==> config.mk <==
export PLATFORM = sky130hd
export DESIGN_NAME = writeback_stage
export DESIGN_NICKNAME = d
export VERILOG_FILES = /design/src/rtl/writeback_stage.sv
export SDC_FILE = /design/constraint.sdc
export NUM_CORES = 1
export LEC_CHECK = 0
export BUFFER_PORTS_ARGS = -buffer_cell sky130_fd_sc_hd__buf_2
export CORE_MARGIN = 10
export CORE_UTILIZATION = 39
export CTS_CLUSTER_SIZE = 25
export DETAILED_ROUTE_END_ITERATION = 16
export PLACE_DENSITY = 0.74
export SLEW_MARGIN = 20
export SYNTH_ARGS = -nofsm -noshare
export SYNTH_HDL_FRONTEND = slang
export SYNTH_SLANG_ARGS = --single-unit
==> constraint.sdc <==
create_clock -name clk -period 0.8 [get_ports clk]
set_input_delay 0.04 -clock clk [delete_from_list [all_inputs] [get_ports clk]]
set_output_delay 0.04 -clock clk [all_outputs]
set_load 0.005 [all_outputs]
==> src/rtl/writeback_stage.sv <==
// writeback_stage: last stage of the MIPS pipeline.
// It accepts one retiring instruction per cycle from the memory stage and
// chooses between the ALU result and the load data. Load data is aligned
// using big-endian byte lanes and then sign- or zero-extended. The stage
// registers the result and drives the register file write port for exactly
// one cycle per retired instruction.
// Optional feature: define WB_RETIRE_COUNT_EN to add the retire_count port
// and its wrapping 32-bit counter.
module writeback_stage #(
  parameter int DATA_W = 32,
  parameter int ADDR_W = 5
) (
  input  logic              clk,
  input  logic              rst_n,
  input  logic              in_valid,
  output logic              in_ready,
  input  logic              stall,
  input  logic              flush,
  input  logic [ADDR_W-1:0] in_dest,
  input  logic              in_regwrite,
  input  logic              in_memtoreg,
  input  logic [DATA_W-1:0] in_alu_result,
  input  logic [DATA_W-1:0] in_mem_data,
  input  logic [1:0]        in_load_size,
  input  logic              in_load_unsigned,
  output logic [ADDR_W-1:0] reg_write,
  output logic              regwrite_con,
  output logic [DATA_W-1:0] write_data,
  output logic              wb_valid,
  output logic              misalign_err
`ifdef WB_RETIRE_COUNT_EN
  ,
  output logic [31:0]       retire_count
`endif
);

  localparam logic [1:0] SIZE_WORD = 2'b00;
  localparam logic [1:0] SIZE_HALF = 2'b01;
  localparam logic [1:0] SIZE_BYTE = 2'b10;

  logic [1:0]        offset;
  logic [15:0]       half_sel;
  logic [7:0]        byte_sel;
  logic [DATA_W-1:0] load_ext;
  logic              load_bad;
  logic              misalign;
  logic [DATA_W-1:0] result;
  logic              write_en;
  logic              retire;

  // The stage is a single register, so whether it can accept depends on the hazard unit alone
  assign in_ready = !stall;

  // A flush on the accepting edge turns the instruction into a bubble
  assign retire = in_valid && in_ready && !flush;

  // Pick the addressed lanes, extend them, and flag bad alignment or a reserved size
  always_comb begin
    offset   = in_alu_result[1:0];
    half_sel = offset[1] ? in_mem_data[15:0] : in_mem_data[31:16];
    byte_sel = 8'h00;
    load_ext = in_mem_data;
    load_bad = 1'b0;
    case (offset)
      2'd0:    byte_sel = in_mem_data[31:24];
      2'd1:    byte_sel = in_mem_data[23:16];
      2'd2:    byte_sel = in_mem_data[15:8];
      default: byte_sel = in_mem_data[7:0];
    endcase
    case (in_load_size)
      SIZE_WORD: begin
        load_ext = in_mem_data;
        load_bad = (offset != 2'b00);
      end
      SIZE_HALF: begin
        load_ext = in_load_unsigned ? {{(DATA_W-16){1'b0}}, half_sel}
                                    : {{(DATA_W-16){half_sel[15]}}, half_sel};
        load_bad = offset[0];
      end
      SIZE_BYTE: begin
        load_ext = in_load_unsigned ? {{(DATA_W-8){1'b0}}, byte_sel}
                                    : {{(DATA_W-8){byte_sel[7]}}, byte_sel};
        load_bad = 1'b0;
      end
      default: begin
        load_ext = in_mem_data;
        load_bad = 1'b1;
      end
    endcase
  end

  // A faulting load retires with its raw word for debug, and register writes are suppressed
  always_comb begin
    misalign = in_memtoreg && load_bad;
    if (!in_memtoreg)
      result = in_alu_result;
    else if (misalign)
      result = in_mem_data;
    else
      result = load_ext;
    write_en = in_regwrite && (in_dest != '0) && !misalign;
  end

  // Output register: load on a retire; otherwise drop to a bubble that keeps the last index and data
  always_ff @(posedge clk or negedge rst_n) begin
    if (!rst_n) begin
      reg_write    <= '0;
      regwrite_con <= 1'b0;
      write_data   <= '0;
      wb_valid     <= 1'b0;
      misalign_err <= 1'b0;
    end else if (retire) begin
      reg_write    <= in_dest;
      regwrite_con <= write_en;
      write_data   <= result;
      wb_valid     <= 1'b1;
      misalign_err <= misalign;
    end else begin
      regwrite_con <= 1'b0;
      wb_valid     <= 1'b0;
      misalign_err <= 1'b0;
    end
  end

`ifdef WB_RETIRE_COUNT_EN
  logic [31:0] retire_count_q;

  // Count on the same edge that raises wb_valid, so the count already includes the visible retire
  always_ff @(posedge clk or negedge rst_n) begin
    if (!rst_n)
      retire_count_q <= 32'd0;
    else if (retire)
      retire_count_q <= retire_count_q + 32'd1;
  end

  assign retire_count = retire_count_q;
`endif

endmodule

======== Word-level counts from Yosys, hierarchy flattened ========
Index checks and enable logic that the tools add are counted.
cells by class
  equality and inequality tests ........... 4
  reductions and logical operators ........ 12
  muxes and demuxes ....................... 11
operators with widths
  kind                                                  number
  2-to-1 mux 32 bit                                     4
  case mux 32 bit (2 select lines)                      1
  case mux 8 bit (3 select lines)                       1
  2-to-1 mux 16 bit                                     1
  logical AND 1 bit                                     5
  nonzero test 5 bit                                    1
  equality test 2 x 1 -> 1 bit (second input constant)  2
  equality test 2 bit (second input constant)           2
  zero test 2 bit                                       2
  zero test 1 bit                                       3
  2-to-1 mux 1 bit                                      3
  case mux 1 bit (3 select lines)                       1
  nonzero test 2 bit                                    1
storage, ports and cells
  output and inout port bits .............. 41
  input port bits ......................... 79
  word-level logic and storage cells ...... 32
  bits in registers ....................... 40

======== Depth between registers and ports, before layout ========
  depth in word-level cells ............... 6
  depth in mapped cells ................... 7

======== Worst setup path before layout ========
No wires, ideal clock.
  path type ............................... input-to-reg
  from .................................... in in_load_size[0]
  to ...................................... reg write_data[10]
  slack ................................... -0.482 ns
  cell stages on the path ................. 5
  arrival ................................. 1.178 ns
  required time ........................... 0.696 ns
  cells stage by stage .................... inv_1 ha_1 inv_1 o311a_4 a221oi_1
between the ends
  word-level cells in the longest chain between the ends .. 5
  elaborated cells between the ends (all ways) .. 8
  classes of those cells .................. eq/ne: 2; mux: 4; reduce/logical: 2
ends and longest elaborated chain
  what                                               line  RTL
  start, declared                                    24    input logic [1:0] in_load_size,
  equality test 2 bit, or another cell as far along  70    case (in_load_size)
  case mux 1 bit (3 select lines)                    70
  logical AND 1 bit                                  94    misalign = in_memtoreg && load_bad;
  2-to-1 mux 32 bit *                                97    else if (misalign)
  2-to-1 mux 32 bit *                                95    if (!in_memtoreg)
  end signal, assigned                               115   write_data <= result;
  end, declared                                      28    output logic [DATA_W-1:0] write_data,
Every way passes the cells marked *; elsewhere a longest branch is shown, timed or not.
A chain may end at the register's enable or synchronous reset.

======== Worst setup path in the final report ========
  from .................................... in in_load_size[0]
  to ...................................... reg write_data[8]
The elaborated chain is that of the path after synthesis.

==> results.md <==
Run status:
- The run finished, with violations left.
- The checks that failed: setup timing.

Critical path:
- The startpoint of the most critical setup path is in_load_size[0].
- The maximum fanout count along the critical path is 5.
- The nature of the critical path startpoint is a primary input.
- The setup check on the worst reg-to-reg path leaves a slack of -0.03 ns.
- The endpoint identified for the worst register-to-register timing path is write_data[18]$_DFFE_PN0P_.
- Data on the critical path arrives at its endpoint at 1.28 ns.
- The worst register-to-register path begins at write_data[18]$_DFFE_PN0P_.
- At the worst endpoint, the required time is 0.97 ns.
- STA classifies the critical path endpoint as a register.
- The setup path with the least slack is of type primary input to register.
- Counting cells, the worst reg-to-reg path comes to 3.

Global routing:
- The global routing met2 resource utilization is 33.7%.
- For this run the aggregate overflow at the end of global routing stands at 0.
- The maximum number of pins on one net before global-route repair is 41.
- The met1 demand-to-capacity share in global routing is 23.9%.
- The number of global-route vias before repair was 3201.
- The number of antenna violations at the first check in global routing is 0.
- Global routing used 19.9% of the available tracks across all layers.
- The first global-routing pass estimated 16400 um of wire.
- For met3 alone, demand over resource in global routing was 5.20%.
- The global routing's busiest layer is met2.

Min path:
- The number of cells traversed by the worst hold path is 3.
- In this run the most critical hold path is launched from in_mem_data[19].
- The worst hold endpoint is write_data[19]$_DFFE_PN0P_.
- The worst hold path class is primary input to register.

Floorplanning:
- The number of placement rows is 29.
- The overall die height is 102 um.
- The die is 102 um wide.
- The floorplan step defined a die boundary enclosing 0.0105 sq mm.
- In this run the count of I/O pins placed on the die edge is 120.
- The starting utilization of the core area is 41.0%.
- The total area inside the core boundary comes to 0.00646 sq mm.

STA:
- The clock skew is 0 ns.
- The time the worst path needs with I/O delays and setup is 1.11 ns.
- The timing-limited maximum frequency is 901 MHz.
- The relative slew slack is 73.1%.
- The setup-violating endpoint count in the final report is 75.
- The total count of max-transition violations in the final report is 0.
- The minimum setup slack in the final design is -0.310 ns.
- The total negative slack is -11.37 ns.
- The final critical path takes up 139% of the cycle.
- Setup repair after global routing could not meet its margin everywhere.
- The number of endpoints with negative hold slack in the final report came to 0.
- The actual slew at the worst max-slew pin is 0.401 ns.

Clock network:
- The clock latency reported for the late side of the worst-skew pair is 0.30 ns.
- The CTS tree is done.
- The worst-case clock buffer depth is 2.
- The tree is rooted in a sky130_fd_sc_hd__clkbuf_8.
- The clock edge transition at the registers on the reported setup and hold paths is 0.09 ns.
- Clock tree synthesis inserted a total of 5 buffers.
- The CTS sink count is 40.
- The H-tree depth is 2.

Logic synthesis:
- Summed over all instances, the cell type with the most area after synthesis is sky130_fd_sc_hd__dfrtp_1.
- The cell count after synthesis came out at 279.
- In the synthesized netlist the dominant register cell turns out to be sky130_fd_sc_hd__dfrtp_1.
- The sequential area share after synthesis is 37.8%.
- The synthesized design devotes to its leading area cell type 37.8% of total area.
- The post-synthesis cell type count is 44.
- The post-synthesis net count is 362.
- By area the synthesized netlist is led by sky130_fd_sc_hd__dfrtp_1 (38%), sky130_fd_sc_hd__mux2i_1 (7.6%), sky130_fd_sc_hd__nand2_1 (5.5%).
- Yosys mapped a number of flops with a built-in enable equal to 0.
- Yosys instantiated no cell more often than sky130_fd_sc_hd__dfrtp_1.
- The cell area that synthesis handed to floorplanning was 0.00265 sq mm.
- By count the netlist is led by sky130_fd_sc_hd__dfrtp_1 (40), sky130_fd_sc_hd__nand2_1 (39), sky130_fd_sc_hd__o21ai_0 (24).
- The count of synthesis-stage warnings from yosys is 0.
- The number of synthesized register bits is 40.
- The synthesized area per cell is 9.48 sq um.
- The share of synthesized flip-flops with an asynchronous set or reset is 100%.

Detailed routing:
- In this run the remaining antenna-violating nets after routing total 0.
- The sum of routed wire length over all layers is 11500 um.
- The count of routing violations after the opening detailed-route iteration is 206.
- The number of vias in the routed layout is 3077.
- Dividing the detail-routed wire length by the instance count gives 20.9 um.
- In the routed design, unresolved DRC markers number 0.
- The routed via count divided by cell count is 5.58.
- The first TritonRoute pass finished after 4 iterations.

Final layout:
- The final layout contains 556 nets.
- Cells with a size suffix above 1 make up 59.5% of the layout.
- The number of antenna cells inserted is 0.
- The final instance count without filler cells is 551.
- The filler cells instantiated in the layout total 469.
- Relative to the synthesized area, the layout overhead comes to 73.9%.

Power and ir drop:
- The overall power is 6.82 mW.
- The worst supply voltage drop on vdd is 0.740 mV.
- In this run the static leakage power is 2.18 nW.
- The power per standard cell area is 1480 mW/mm^2.

Placement:
- Buffers placed on the I/O ports in this run total 119.
- Routability-driven placement finished with a final weighted congestion of 0.865.
- The pre-CTS worst setup slack is -0.726 ns.
- The total instance count after detailed placement is 507.
- The half-perimeter wire length of the detailed placement result is 7570 um.

Flow run:
- Across the run, the number of max-cap violations was 0.
placed cells by master, fill, tap and decap left out, types with 7 or more instances in the layout:
| cell | count |
|---|---|
| sky130_fd_sc_hd__or3_1 | 15 |
| sky130_fd_sc_hd__o22ai_1 | 12 |
| sky130_fd_sc_hd__mux2i_1 | 18 |
| sky130_fd_sc_hd__dfrtp_1 | 40 |
| sky130_fd_sc_hd__buf_4 | 57 |
| sky130_fd_sc_hd__a221oi_2 | 8 |
| sky130_fd_sc_hd__a21oi_1 | 10 |
| sky130_fd_sc_hd__a21oi_2 | 15 |
| sky130_fd_sc_hd__nand2_1 | 32 |
| sky130_fd_sc_hd__buf_2 | 112 |
| sky130_fd_sc_hd__dlygate4sd3_1 | 10 |
| sky130_fd_sc_hd__o21ai_0 | 14 |
| sky130_fd_sc_hd__nor2_1 | 8 |
| sky130_fd_sc_hd__buf_6 | 12 |
| sky130_fd_sc_hd__nor2b_1 | 7 |
| sky130_fd_sc_hd__inv_1 | 10 |
cell families after synthesis:
family	Yosys count	synth area share (%)
AOI/OAI and AO/OA	93	26.6
adders and majority gates	4	1.89
buffers and inverters	34	6.86
DFF	40	37.8
muxes	26	11.0
and+or+nand+nor	82	15.9
registers in the layout, indices dropped and copies added, names as in the netlist:
signal        flops
misalign_err      1
reg_write         5
regwrite_con      1
wb_valid          1
write_data       32
final cells by class:
type | instances | area [sq um] | share of cell area (%)
inverters | 14 | 72.6 | 1.58
clock inverters | 3 | 18.8 | 0.408
flip-flops and latches | 40 | 1000 | 21.7
well taps | 77 | 96.3 | 2.09
repair inverters | 1 | 16.3 | 0.353
repair buffers | 204 | 1480 | 32.1
multi-input cells | 207 | 1850 | 40.2
clock buffers | 5 | 68.8 | 1.49
worst max-delay path, cell delays in order:
cell and delay [ns]:
sky130_fd_sc_hd__buf_8 0.11, sky130_fd_sc_hd__buf_6 0.11, sky130_fd_sc_hd__ha_4 0.17, sky130_fd_sc_hd__a21oi_4 0.22
sky130_fd_sc_hd__o211ai_4 0.15, sky130_fd_sc_hd__a211oi_1 0.36, sky130_fd_sc_hd__a221oi_2 0.12
metrics by stage:
step | hold slack, ns | utilization [%] | instance area [sq um]
finish | 0.00132 | 71.3 | 4600
global route | 0.00372 | 71.3 | 4600
CTS | 0.000814 | 64.1 | 4140
detailed placement | 0.0283 | 57.3 | 3700
global placement | 0.0297 | 57.3 | 3700
floorplan | -0.256 | - | 2720
where the power goes:
group,leakage [nW],internal (mW),switching [mW]
Sequential,0.477,2.40,0.202
Combinational,1.65,1.47,1.37
Clock,0.0479,0.609,0.771
metal layers:
layer / part of all wire [%] / vias up
met1: 41 / 1498
met2: 49 / 127
met4: 2.7 / 0
li1: - / 1421
met5: 0 / -
met3: 8.0 / 31
how the worst max path moves through the flow:
stage                                      end  cells past startpoint
CTS                 write_data[10]$_DFFE_PN0P_                      7
detailed placement  write_data[14]$_DFFE_PN0P_                      5
global route        write_data[14]$_DFFE_PN0P_                      7
floorplan           write_data[10]$_DFFE_PN0P_                      6
finish               write_data[8]$_DFFE_PN0P_                      7
global placement    write_data[14]$_DFFE_PN0P_                      5
repair_timing:
action	in CTS	in global routing
pin swaps	15	22
buffers inserted	5	17
endpoints found under the hold margin	48	1
gates cloned	3	3
gates resized for setup	50	56
hold buffers	9	1
setup endpoints to repair	79	79
No activity file was read; power rests on OpenSTA's default activity.
